## src/rtl/text_render_pkg.sv

```systemverilog
`default_nettype none
// ============================================================================
// Package     : text_render_pkg
// Description : Cell field layout, render FSM states and cursor style codes
//               shared by the text grid renderer and its glyph shader.
// Revision    : 1.0 - initial release
// ============================================================================
package text_render_pkg;

  localparam int CODE_LSB = 0;
  localparam int CODE_W   = 8;
  localparam int FG_LSB   = CODE_LSB + CODE_W;

  // Remaining cell fields depend on the colour depth chosen by the top level.
  function automatic int bg_lsb(input int color_w);
    return FG_LSB + color_w;
  endfunction

  function automatic int inv_bit(input int color_w);
    return FG_LSB + 2 * color_w;
  endfunction

  function automatic int blink_bit(input int color_w);
    return FG_LSB + 2 * color_w + 1;
  endfunction

  function automatic int cell_w(input int color_w);
    return FG_LSB + 2 * color_w + 2;
  endfunction

  typedef enum logic [2:0] {
    ST_FETCH = 3'd0,
    ST_LATCH = 3'd1,
    ST_FREQ  = 3'd2,
    ST_FWAIT = 3'd3,
    ST_EMIT  = 3'd4,
    ST_DONE  = 3'd5
  } render_state_t;

  localparam logic CURSOR_UNDERLINE = 1'b0;
  localparam logic CURSOR_BLOCK     = 1'b1;
  localparam int   UNDERLINE_ROWS   = 2;

endpackage
`default_nettype wire

```

## src/rtl/glyph_row_shader.sv

```systemverilog
`default_nettype none
// ============================================================================
// Module      : glyph_row_shader
// Description : Combinational shading of one font row into colour pixels,
//               applying invert, cell blink and cursor overlay.
// Revision    : 1.0 - initial release
// ============================================================================
module glyph_row_shader #(
  parameter int CHAR_W  = 8,
  parameter int COLOR_W = 3
) (
  input  logic [CHAR_W-1:0]         i_font_row,
  input  logic [COLOR_W-1:0]        i_fg,
  input  logic [COLOR_W-1:0]        i_bg,
  input  logic                      i_invert,
  input  logic                      i_blink,
  input  logic                      i_blink_phase,
  input  logic                      i_cursor_hit,
  output logic [CHAR_W*COLOR_W-1:0] o_px_data
);

  logic [CHAR_W-1:0]  w_glyph;
  logic               w_swap;
  logic [COLOR_W-1:0] w_on;
  logic [COLOR_W-1:0] w_off;

  assign w_glyph = (i_blink && i_blink_phase) ? '0 : i_font_row;
  // Cursor flips colours on top of any cell inversion.
  assign w_swap  = i_invert ^ i_cursor_hit;
  assign w_on    = w_swap ? i_bg : i_fg;
  assign w_off   = w_swap ? i_fg : i_bg;

  for (genvar gi = 0; gi < CHAR_W; gi++) begin : g_px
    assign o_px_data[gi*COLOR_W +: COLOR_W] = w_glyph[CHAR_W-1-gi] ? w_on : w_off;
  end

endmodule
`default_nettype wire

```

## src/rtl/text_grid_renderer.sv

```systemverilog
`default_nettype none
// ============================================================================
// Module      : text_grid_renderer
// Description : Renders a LINES x COLUMNS text grid into the back half of a
//               double-buffered framebuffer and swaps with the scanner.
// Revision    : 1.0 - initial release
// ============================================================================
module text_grid_renderer
  import text_render_pkg::*;
#(
  parameter int                COLUMNS     = 80,
  parameter int                LINES       = 30,
  parameter int                CHAR_W      = 8,
  parameter int                CHAR_H      = 16,
  parameter int                COLOR_W     = 3,
  parameter int                ADDR_W      = 20,
  parameter logic [ADDR_W-1:0] BUF_A       = '0,
  parameter logic [ADDR_W-1:0] BUF_B       = ADDR_W'('h40000),
  parameter int                BLINK_SHIFT = 4
) (
  input  logic                                 clk,
  input  logic                                 rst,
  input  logic                                 i_paint_done,
  output logic [$clog2(LINES)-1:0]             o_text_addr,
  input  logic [COLUMNS*cell_w(COLOR_W)-1:0]   i_text_data,
  output logic [8+$clog2(CHAR_H)-1:0]          o_font_addr,
  input  logic [CHAR_W-1:0]                    i_font_data,
  input  logic                                 i_cursor_en,
  input  logic                                 i_cursor_blink,
  input  logic                                 i_cursor_block,
  input  logic [$clog2(COLUMNS)-1:0]           i_cursor_col,
  input  logic [$clog2(LINES)-1:0]             i_cursor_line,
  output logic                                 o_px_valid,
  input  logic                                 i_px_ready,
  output logic [ADDR_W-1:0]                    o_px_addr,
  output logic [CHAR_W*COLOR_W-1:0]            o_px_data,
  output logic [ADDR_W-1:0]                    o_vga_base,
  output logic                                 o_busy,
  output logic [7:0]                           o_frame_cnt
);

  localparam int COL_W  = $clog2(COLUMNS);
  localparam int LINE_W = $clog2(LINES);
  localparam int ROW_W  = $clog2(CHAR_H);
  localparam int CELL_W = cell_w(COLOR_W);
  localparam int BG_LSB = bg_lsb(COLOR_W);
  localparam int INV_B  = inv_bit(COLOR_W);
  localparam int BLK_B  = blink_bit(COLOR_W);

  render_state_t               r_state;
  logic [LINE_W-1:0]           r_line;
  logic [COL_W-1:0]            r_col;
  logic [ROW_W-1:0]            r_row;
  logic                        r_front_b;
  logic                        r_paint_pending;
  logic                        r_busy;
  logic [7:0]                  r_frame_cnt;
  logic [COLUMNS*CELL_W-1:0]   r_line_word;
  logic [8+ROW_W-1:0]          r_font_addr;
  logic                        r_px_valid;
  logic [ADDR_W-1:0]           r_px_addr;
  logic [CHAR_W*COLOR_W-1:0]   r_px_data;
  logic                        r_cur_en;
  logic                        r_cur_blink;
  logic                        r_cur_block;
  logic [COL_W-1:0]            r_cur_col;
  logic [LINE_W-1:0]           r_cur_line;

  logic [CELL_W-1:0]           w_cells [COLUMNS];
  logic                        w_last_row;
  logic                        w_last_col;
  logic                        w_last_line;
  logic [ROW_W-1:0]            w_next_row;
  logic [COL_W-1:0]            w_next_col;
  logic [ADDR_W-1:0]           w_back;
  logic [ADDR_W-1:0]           w_offset;
  logic                        w_phase;
  logic                        w_cursor_hit;
  logic [CHAR_W*COLOR_W-1:0]   w_px_data;

  for (genvar gi = 0; gi < COLUMNS; gi++) begin : g_cells
    assign w_cells[gi] = r_line_word[gi*CELL_W +: CELL_W];
  end

  assign w_last_row  = (r_row  == ROW_W'(CHAR_H - 1));
  assign w_last_col  = (r_col  == COL_W'(COLUMNS - 1));
  assign w_last_line = (r_line == LINE_W'(LINES - 1));
  assign w_next_row  = w_last_row ? '0 : r_row + 1'b1;
  assign w_next_col  = w_last_row ? (w_last_col ? '0 : r_col + 1'b1) : r_col;

  assign w_back   = r_front_b ? BUF_A : BUF_B;
  assign w_offset = ((ADDR_W'(r_line) * ADDR_W'(CHAR_H) + ADDR_W'(r_row))
                    * ADDR_W'(COLUMNS)) + ADDR_W'(r_col);
  assign w_phase  = r_frame_cnt[BLINK_SHIFT];

  // Out-of-grid cursor coordinates can never equal a live col/line.
  assign w_cursor_hit = r_cur_en && (!r_cur_blink || !w_phase)
                     && (r_cur_col == r_col) && (r_cur_line == r_line)
                     && ((r_cur_block == CURSOR_BLOCK) ||
                         ((r_cur_block == CURSOR_UNDERLINE) &&
                          (r_row >= ROW_W'(CHAR_H - UNDERLINE_ROWS))));

  glyph_row_shader #(
    .CHAR_W  (CHAR_W),
    .COLOR_W (COLOR_W)
  ) u_shader (
    .i_font_row    (i_font_data),
    .i_fg          (w_cells[r_col][FG_LSB +: COLOR_W]),
    .i_bg          (w_cells[r_col][BG_LSB +: COLOR_W]),
    .i_invert      (w_cells[r_col][INV_B]),
    .i_blink       (w_cells[r_col][BLK_B]),
    .i_blink_phase (w_phase),
    .i_cursor_hit  (w_cursor_hit),
    .o_px_data     (w_px_data)
  );

  always_ff @(posedge clk) begin
    if (rst) begin
      r_state         <= ST_FETCH;
      r_line          <= '0;
      r_col           <= '0;
      r_row           <= '0;
      r_front_b       <= 1'b0;
      r_paint_pending <= 1'b0;
      r_busy          <= 1'b0;
      r_frame_cnt     <= '0;
      r_line_word     <= '0;
      r_font_addr     <= '0;
      r_px_valid      <= 1'b0;
      r_px_addr       <= '0;
      r_px_data       <= '0;
      r_cur_en        <= 1'b0;
      r_cur_blink     <= 1'b0;
      r_cur_block     <= 1'b0;
      r_cur_col       <= '0;
      r_cur_line      <= '0;
    end else begin
      if (i_paint_done)
        r_paint_pending <= 1'b1;

      case (r_state)
        ST_FETCH: begin
          if (r_line == '0) begin
            r_cur_en    <= i_cursor_en;
            r_cur_blink <= i_cursor_blink;
            r_cur_block <= i_cursor_block;
            r_cur_col   <= i_cursor_col;
            r_cur_line  <= i_cursor_line;
            r_busy      <= 1'b1;
          end
          r_state <= ST_LATCH;
        end
        ST_LATCH: begin
          r_line_word <= i_text_data;
          // A new line always starts at column 0, row 0.
          r_font_addr <= {i_text_data[CODE_LSB +: CODE_W], r_row};
          r_state     <= ST_FREQ;
        end
        ST_FREQ: begin
          r_state <= ST_FWAIT;
        end
        ST_FWAIT: begin
          r_px_addr  <= w_back + w_offset;
          r_px_data  <= w_px_data;
          r_px_valid <= 1'b1;
          r_state    <= ST_EMIT;
        end
        ST_EMIT: begin
          if (i_px_ready) begin
            r_px_valid  <= 1'b0;
            r_row       <= w_next_row;
            r_col       <= w_next_col;
            r_font_addr <= {w_cells[w_next_col][CODE_LSB +: CODE_W], w_next_row};
            if (!(w_last_row && w_last_col)) begin
              r_state <= ST_FREQ;
            end else if (!w_last_line) begin
              r_line  <= r_line + 1'b1;
              r_state <= ST_FETCH;
            end else begin
              r_line  <= '0;
              r_busy  <= 1'b0;
              r_state <= ST_DONE;
            end
          end
        end
        ST_DONE: begin
          if (r_paint_pending) begin
            r_front_b       <= ~r_front_b;
            r_paint_pending <= i_paint_done;
            r_frame_cnt     <= r_frame_cnt + 8'd1;
            r_state         <= ST_FETCH;
          end
        end
        default: r_state <= ST_FETCH;
      endcase
    end
  end

  assign o_text_addr = r_line;
  assign o_font_addr = r_font_addr;
  assign o_px_valid  = r_px_valid;
  assign o_px_addr   = r_px_addr;
  assign o_px_data   = r_px_data;
  assign o_vga_base  = r_front_b ? BUF_B : BUF_A;
  assign o_busy      = r_busy;
  assign o_frame_cnt = r_frame_cnt;

endmodule
`default_nettype wire
```

## config.mk

```make
export PLATFORM = sky130hd
export DESIGN_NAME = text_grid_renderer
export DESIGN_NICKNAME = d
export VERILOG_FILES = /design/src/rtl/text_render_pkg.sv /design/src/rtl/glyph_row_shader.sv /design/src/rtl/text_grid_renderer.sv
export SDC_FILE = /design/constraint.sdc
export NUM_CORES = 2
export LEC_CHECK = 0
export CAP_MARGIN = 40
export CORE_AREA = 8 8 532 534
export DETAILED_ROUTE_END_ITERATION = 8
export DIE_AREA = 0 0 540 542
export DONT_BUFFER_PORTS = 1
export PLACE_DENSITY = 0.42
export SLEW_MARGIN = 15
export SYNTH_ARGS = -nofsm -noshare
export SYNTH_HDL_FRONTEND = slang
export SYNTH_SLANG_ARGS = --single-unit
```

## constraint.sdc

```tcl
create_clock -name clk -period 3.8 [get_ports clk]
set_input_delay 0.57 -clock clk [delete_from_list [all_inputs] [get_ports clk]]
set_output_delay 0.57 -clock clk [all_outputs]
set_load 0.02 [all_outputs]
```

## Yosys cells after proc, flatten, opt, wreduce, memory -nomap -nowiden

Index checks and enable logic that the tools add are counted.

- Word-level logic and storage cells: 113
- Output and inout port bits: 91
- Input bits: 1307
- Memory bits (read-only): 0
- Flip-flop bits (word level): 1382
- Memory bits (writable): 0
- Bits in latches: 0
- Memories kept: 0

- Equal/unequal tests: 15
- Add/subtract/negate cells: 7
- $lt $le $gt $ge: 3
- Bitwise gates (word level): 5
- Reduce and logical (&&, ||, !) cells: 24
- Div/mod/pow operators: 0
- $mul: 1
- Mux-type cells: 40
- Shifts and indexed selects: 0

Operator list:

| cell | count |
|---|---|
| binary-select mux 16 bit (select 7 bit) | 2 |
| 2-to-1 mux 3 bit | 14 |
| 2-to-1 mux 19 bit | 2 |
| 2-to-1 mux 16 bit | 2 |
| 2-to-1 mux 8 bit | 3 |
| one-hot mux 12 bit (2 select lines) | 1 |
| adder 19 x 18 -> 20 bit | 1 |
| adder 17 x 7 -> 18 bit | 1 |
| one-hot mux 3 bit (6 select lines) | 1 |
| >= comparator 8 bit, second input constant | 2 |
| NOT 7 -> 8 bit | 2 |
| 2-to-1 mux 7 bit | 2 |
| multiplier 10 x 3 -> 13 bit, second input constant | 1 |
| 2-to-1 mux 12 bit | 1 |
| AND reduction 2 bit | 6 |
| adder 9 x 4 -> 10 bit | 1 |
| inequality test 2 bit, second input constant | 5 |
| adder 8 x 1 -> 8 bit, second input constant | 1 |
| 2-to-1 mux 1 bit | 8 |
| adder 7 x 1 -> 7 bit, second input constant | 1 |
| == test 7 bit | 1 |
| == test 7 bit, second input constant | 1 |
| logical AND 1 bit | 7 |
| == test 3 x 2 -> 1 bit, second input constant | 2 |
| 20 further kinds | 27 |

## Logic depth before layout (Yosys ltp)

- Word-level depth: 9
- Depth in mapped cells: 16
- Mapped depth without buffers: 12

## Modules after synthesis

From an unflattened synthesis, not the netlist that was laid out.

- Cells, all modules: 7499
- Area, all modules: 59540.9 sq um

By module, submodules not included:

| module | area each (sq um) | seq. area each (sq um) | times used | cells an instance |
|---|---|---|---|---|
| text_grid_renderer | 59112.9 | 27626.5 | 1 | 7458 |
| glyph_row_shader | 427.9 | 0.0 | 1 | 41 |

## Worst setup path after synthesis

OpenSTA, ideal clock, no wires.

- Path type: register to register
- From: register r_row[0]
- To: register r_font_addr[8] (netlist: o_font_addr[8])
- Cell stages (with the launch flop): 12
- Arrival time: 2868 ps
- Path buffers: 1
- Data required time: 3678 ps
- Path slack: 810 ps
- Clock period less this slack: 2990 ps
- Library setup time: 122 ps
- Cells stage by stage: dfxtp_1 ha_1 nand3_1 buf_1 nand2_2 nand2_8 mux4_2 and3_1 a211oi_1 o211ai_1 a211o_1 a221o_1

- Cells in the longest elaborated chain, start to end: 8

Ends and longest elaborated chain:

| what | line | source |
|---|---|---|
| start, declared | text_grid_renderer.sv:53 | `logic [ROW_W-1:0] r_row;` |
| start signal, assigned | text_grid_renderer.sv:171 | `r_row <= w_next_row;` |
| == test 4 bit | text_grid_renderer.sv:85 | `assign w_last_row = (r_row == ROW_W'(CHAR_H - 1));` |
| 2-to-1 mux 7 bit | text_grid_renderer.sv:89 | `assign w_next_col = w_last_row ? (w_last_col ? '0 : r_col + 1'b1) : r_col;` |
| NOT 7 -> 8 bit (implied by the code) | text_grid_renderer.sv:173 | `r_font_addr <= {w_cells[w_next_col][CODE_LSB +: CODE_W], w_next_row};` |
| binary-select mux 16 bit (select 7 bit) | text_grid_renderer.sv:173 |  |
| 2-to-1 mux 8 bit (implied by the code) (2 in series) | text_grid_renderer.sv:173 |  |
| 2-to-1 mux 12 bit | text_grid_renderer.sv:169 | `if (i_px_ready) begin` |
| one-hot mux 12 bit (2 select lines) | text_grid_renderer.sv:141 | `case (r_state)` |
| end signal, assigned | text_grid_renderer.sv:156 | `r_font_addr <= {i_text_data[CODE_LSB +: CODE_W], r_row};` |
| end signal, assigned | text_grid_renderer.sv:173 |  |
| end, declared | text_grid_renderer.sv:59 | `logic [8+ROW_W-1:0] r_font_addr;` |

Every way passes these cells. The select of a mux whose other input is x is not followed.
A chain may end at the register's enable or synchronous reset.

## Worst setup path after layout

- From: register r_col[0]
- To: register r_px_data[14] (netlist: o_px_data[14])

- Cells in the longest elaborated chain, start to end: 7
- Elaborated cells on any way between the ends: 14
- Those cells by class: 1 x eq/ne; 7 x mux; 2 x bitwise; 4 x reduce/logical

Ends and longest elaborated chain:

| what | line | source |
|---|---|---|
| start, declared | text_grid_renderer.sv:52 | `logic [COL_W-1:0] r_col;` |
| start signal, assigned | text_grid_renderer.sv:172 | `r_col <= w_next_col;` |
| NOT 7 -> 8 bit (implied by the code) / == test 7 bit (equally long branches) | n/a |  |
| binary-select mux 16 bit (select 7 bit) / logical AND 1 bit (equally long branches) | n/a |  |
| 2-to-1 mux 16 bit (implied by the code) / logical AND 1 bit (equally long branches) | text_grid_renderer.sv:111, text_grid_renderer.sv:98 |  |
| 2-to-1 mux 16 bit (implied by the code) / logical AND 1 bit (equally long branches) | text_grid_renderer.sv:111, text_grid_renderer.sv:99 |  |
| bitwise XOR 1 bit / logical AND 1 bit (equally long branches) | glyph_row_shader.sv:29, glyph_row_shader.sv:27 |  |
| 2-to-1 mux 3 bit, or another cell as far along | glyph_row_shader.sv:31 | `assign w_off = w_swap ? i_fg : i_bg;` |
| 2-to-1 mux 3 bit * | glyph_row_shader.sv:34 | `assign o_px_data[gi*COLOR_W +: COLOR_W] = w_glyph[CHAR_W-1-gi] ? w_on : w_off;` |
| end signal, assigned | text_grid_renderer.sv:164 | `r_px_data <= w_px_data;` |
| end, declared | text_grid_renderer.sv:62 | `logic [CHAR_W*COLOR_W-1:0] r_px_data;` |

Every way passes the cells marked *; elsewhere a longest branch is shown, timed or not. The select of a mux whose other input is x is not followed.

==> impl_metrics.ini <==
[die]
core.rowCount = 193
die_x_um = 540
die-area_mm2 = 0.293
die_y_um = 542
io_pins = 1398
start_util = 0.219
core_area_mm2 = 0.275

[final_layout]
final_area_mm2 = 0.0854
instances_no_fill = 12800
mostFrequentLayoutCell = nand2_1
synthToLayoutAreaGrowth_pct = 41.7
layout_common_cells = 3082 x nand2_1, 1374 x dfxtp_1, 1356 x a21oi_1
nets = 10200
drive_gt1_frac = 0.101

[synthesis]
synth-seq-cells = 1380
ys_async_sr_fraction = 0
ys.flop_type = dfxtp_1
postSynthAreaPerCell_um2 = 7.78
ys.warnings.count = 0
seq_area_frac_synth = 0.458
synth_cells = 7750
synth-edff-count = 0
yosysUniqueCellTypes = 85
syn_area_mm2 = 0.0603

[clocking]
tritoncts = built
clock_latency_ns = 0.87
cts.sinks = 1380
cts.clk_slew.worst_paths_ns = 0.07
cts_max_level = 4
cts_buffer_depth = 4
cts_root_buf = clkbuf_16
numCtsBuffers = 177

[route]
drt_iter0_markers = 5046
wl_mm = 395
antenna_left = 0
drcViolationCount = 0
routedWlPerCell_um = 30.9
dr.pass1.iters = 8
vias = 62700
routed_via_density = 4.92

[power_and_ir_drop]
ir_worst_vdd_v = 0.000335
leakage_nw = 30.0
p_per_area_mw_per_mm2 = 481

[sta]
finalSetupViolations = 0
period_share = 0.987
timing_hold_violations_final = 0
drv_slew = 0
fmax_mhz = 267
post-route-min-period_ns = 3.75
worst_pin_slew_ns = 1.21
hold_slack_ns = 0.101
finalClockSkew_ns = 0.0610
slew-limit-headroom = 0.192
fin_ws_ns = 0.0481

[critical_path]
startpoint = r_col[0]$_SDFFE_PP0P_
r2r_start = r_col[0]$_SDFFE_PP0P_
setup.worst_path.start_class = flop
critical_path_class = flop to flop
critical_path_required_ns = 4.48
cp_data_arrival_time_ns = 4.43
crit_fanout = 10
end_kind = flop

[grt]
grt_max_degree = 310
grt_pass1_vias = 62100
grt-ovfl-total = 0
antenna_found_initial = 245
grt_pass1_wl_mm = 525
grt.total_usage = 0.254

[worst_hold_path]
min_from = i_text_data[678]
hold_path_class = primary input to flop

[run_status]
status = finished, final reports clean

[place]
dp.cells = 11000
gp_congestion = 0.902
io_buffers = 0
place_area_mm2 = 0.0652
dpl.hpwl_mm = 307
post-place-ws_ns = -0.623

[flow_run]
drv_cap = 0
## synthesized netlist by cell type (all sizes together) (58+ instances only)
| cell | n | area, µm² |
|---|---|---|
| nand2 | 3087 | 11600 |
| dfxtp | 1380 | 27600 |
| a21oi | 1365 | 6840 |
| clkbuf | 517 | 1940 |
| nand3 | 168 | 841 |
| buf | 162 | 1060 |
| mux4 | 155 | 3500 |
| nor2 | 118 | 443 |
| mux2i | 114 | 1140 |
| a211oi | 92 | 696 |
| and3 | 83 | 519 |
| a311oi | 61 | 534 |
| a31oi | 58 | 363 |
## cells by family after synthesis
group / count (synthesis) / share of synthesized area
xor+xnor: 55 / 0.00942
mux: 270 / 0.0772
flops: 1380 / 0.458
compound gates: 1739 / 0.161
buf+inv: 696 / 0.0509
other cells: 1 / 0.0000622
fa+ha+maj: 26 / 0.00565
simple gates: 3583 / 0.238
## worst paths after layout
kind,end,slack [ns],depth (start not counted)
worst max-delay path,o_px_data[14]$_SDFFE_PP0P_,0.05,13
worst min-delay path,r_line_word[678]$_SDFFE_PP0P_,0.10,2
worst max register to register,o_px_data[14]$_SDFFE_PP0P_,0.05,13
worst min register to register,r_line_word[563]$_SDFFE_PP0P_,0.45,2
## through the flow
stage                util  power (mW)  TNS (ns)
floorplan               -        19.9         0
global placement    0.236        22.2    -12.84
detailed placement  0.237        22.5     -9.57
CTS                 0.307        41.5  -0.00679
global route        0.310        42.7   -0.0495
finish              0.311        41.1         0
## worst max-delay path, cell delays in order (launching register included)
cell and delay, ns:
dfxtp_4 0.37, buf_12 0.17, buf_16 0.18, mux4_2 0.65, a22oi_2 0.31, a21oi_2 0.11
buf_4 0.14, o21a_1 0.20, o311ai_4 0.45, buf_6 0.21, nand2_1 0.13, xnor2_4 0.23
mux2i_2 0.28, nor3_2 0.06
## layer usage
metal,share of wire,wire (µm),vias to the layer above,GRT usage
li1,-,-,28500,-
met1,0.42,165000,30700,0.317
met2,0.47,186000,2659,0.429
met3,0.065,25700,759,0.0564
met4,0.044,17200,126,0.0927
met5,0.0020,770,-,0
## power breakdown
| part | internal [mW] | leakage, nW | total (mW) | switching, mW |
|---|---|---|---|---|
| clock | 10.2 | 2.88 | 17.4 | 7.21 |
| combinational | 2.58 | 15.9 | 6.92 | 4.34 |
| sequential | 15.7 | 11.3 | 16.7 | 1.02 |
| total | 28.5 | 30.0 | 41.1 | 12.6 |
## final cells by class
| type | count | area [µm²] |
|---|---|---|
| fillers | 29200 | 189000 |
| multi-input cells | 5695 | 30200 |
| flip-flops and latches | 1380 | 27600 |
| repair buffers | 1630 | 16700 |
| clock buffers | 240 | 5010 |
| well taps | 3607 | 4510 |
| clock inverters | 72 | 896 |
| diodes | 116 | 290 |
| inverters | 17 | 63.8 |
## flip-flops by register name, summed over array words and instances, names as in the netlist
name / cells
o_px_addr: 18
r_line_word: 1280
r_cur_en: 1
o_frame_cnt: 8
r_cur_line: 5
r_cur_col: 7
r_paint_pending: 1
o_px_data: 24
o_px_valid: 1
r_cur_blink: 1
o_text_addr: 5
r_col: 7
o_font_addr: 12
r_row: 4
o_busy: 1
r_state: 3
r_cur_block: 1
r_front_b: 1
## what timing repair did
action / CTS / global route
pin swaps: 8 / 12
hold buffers: 1292 / 0
gates resized for setup: 42 / 39
setup buffers: 8 / 21
gates cloned: 4 / 5
endpoints found under the hold margin: 1299 / 0
setup endpoints to repair: 32 / 33
Power figures use the tool's default switching activity.
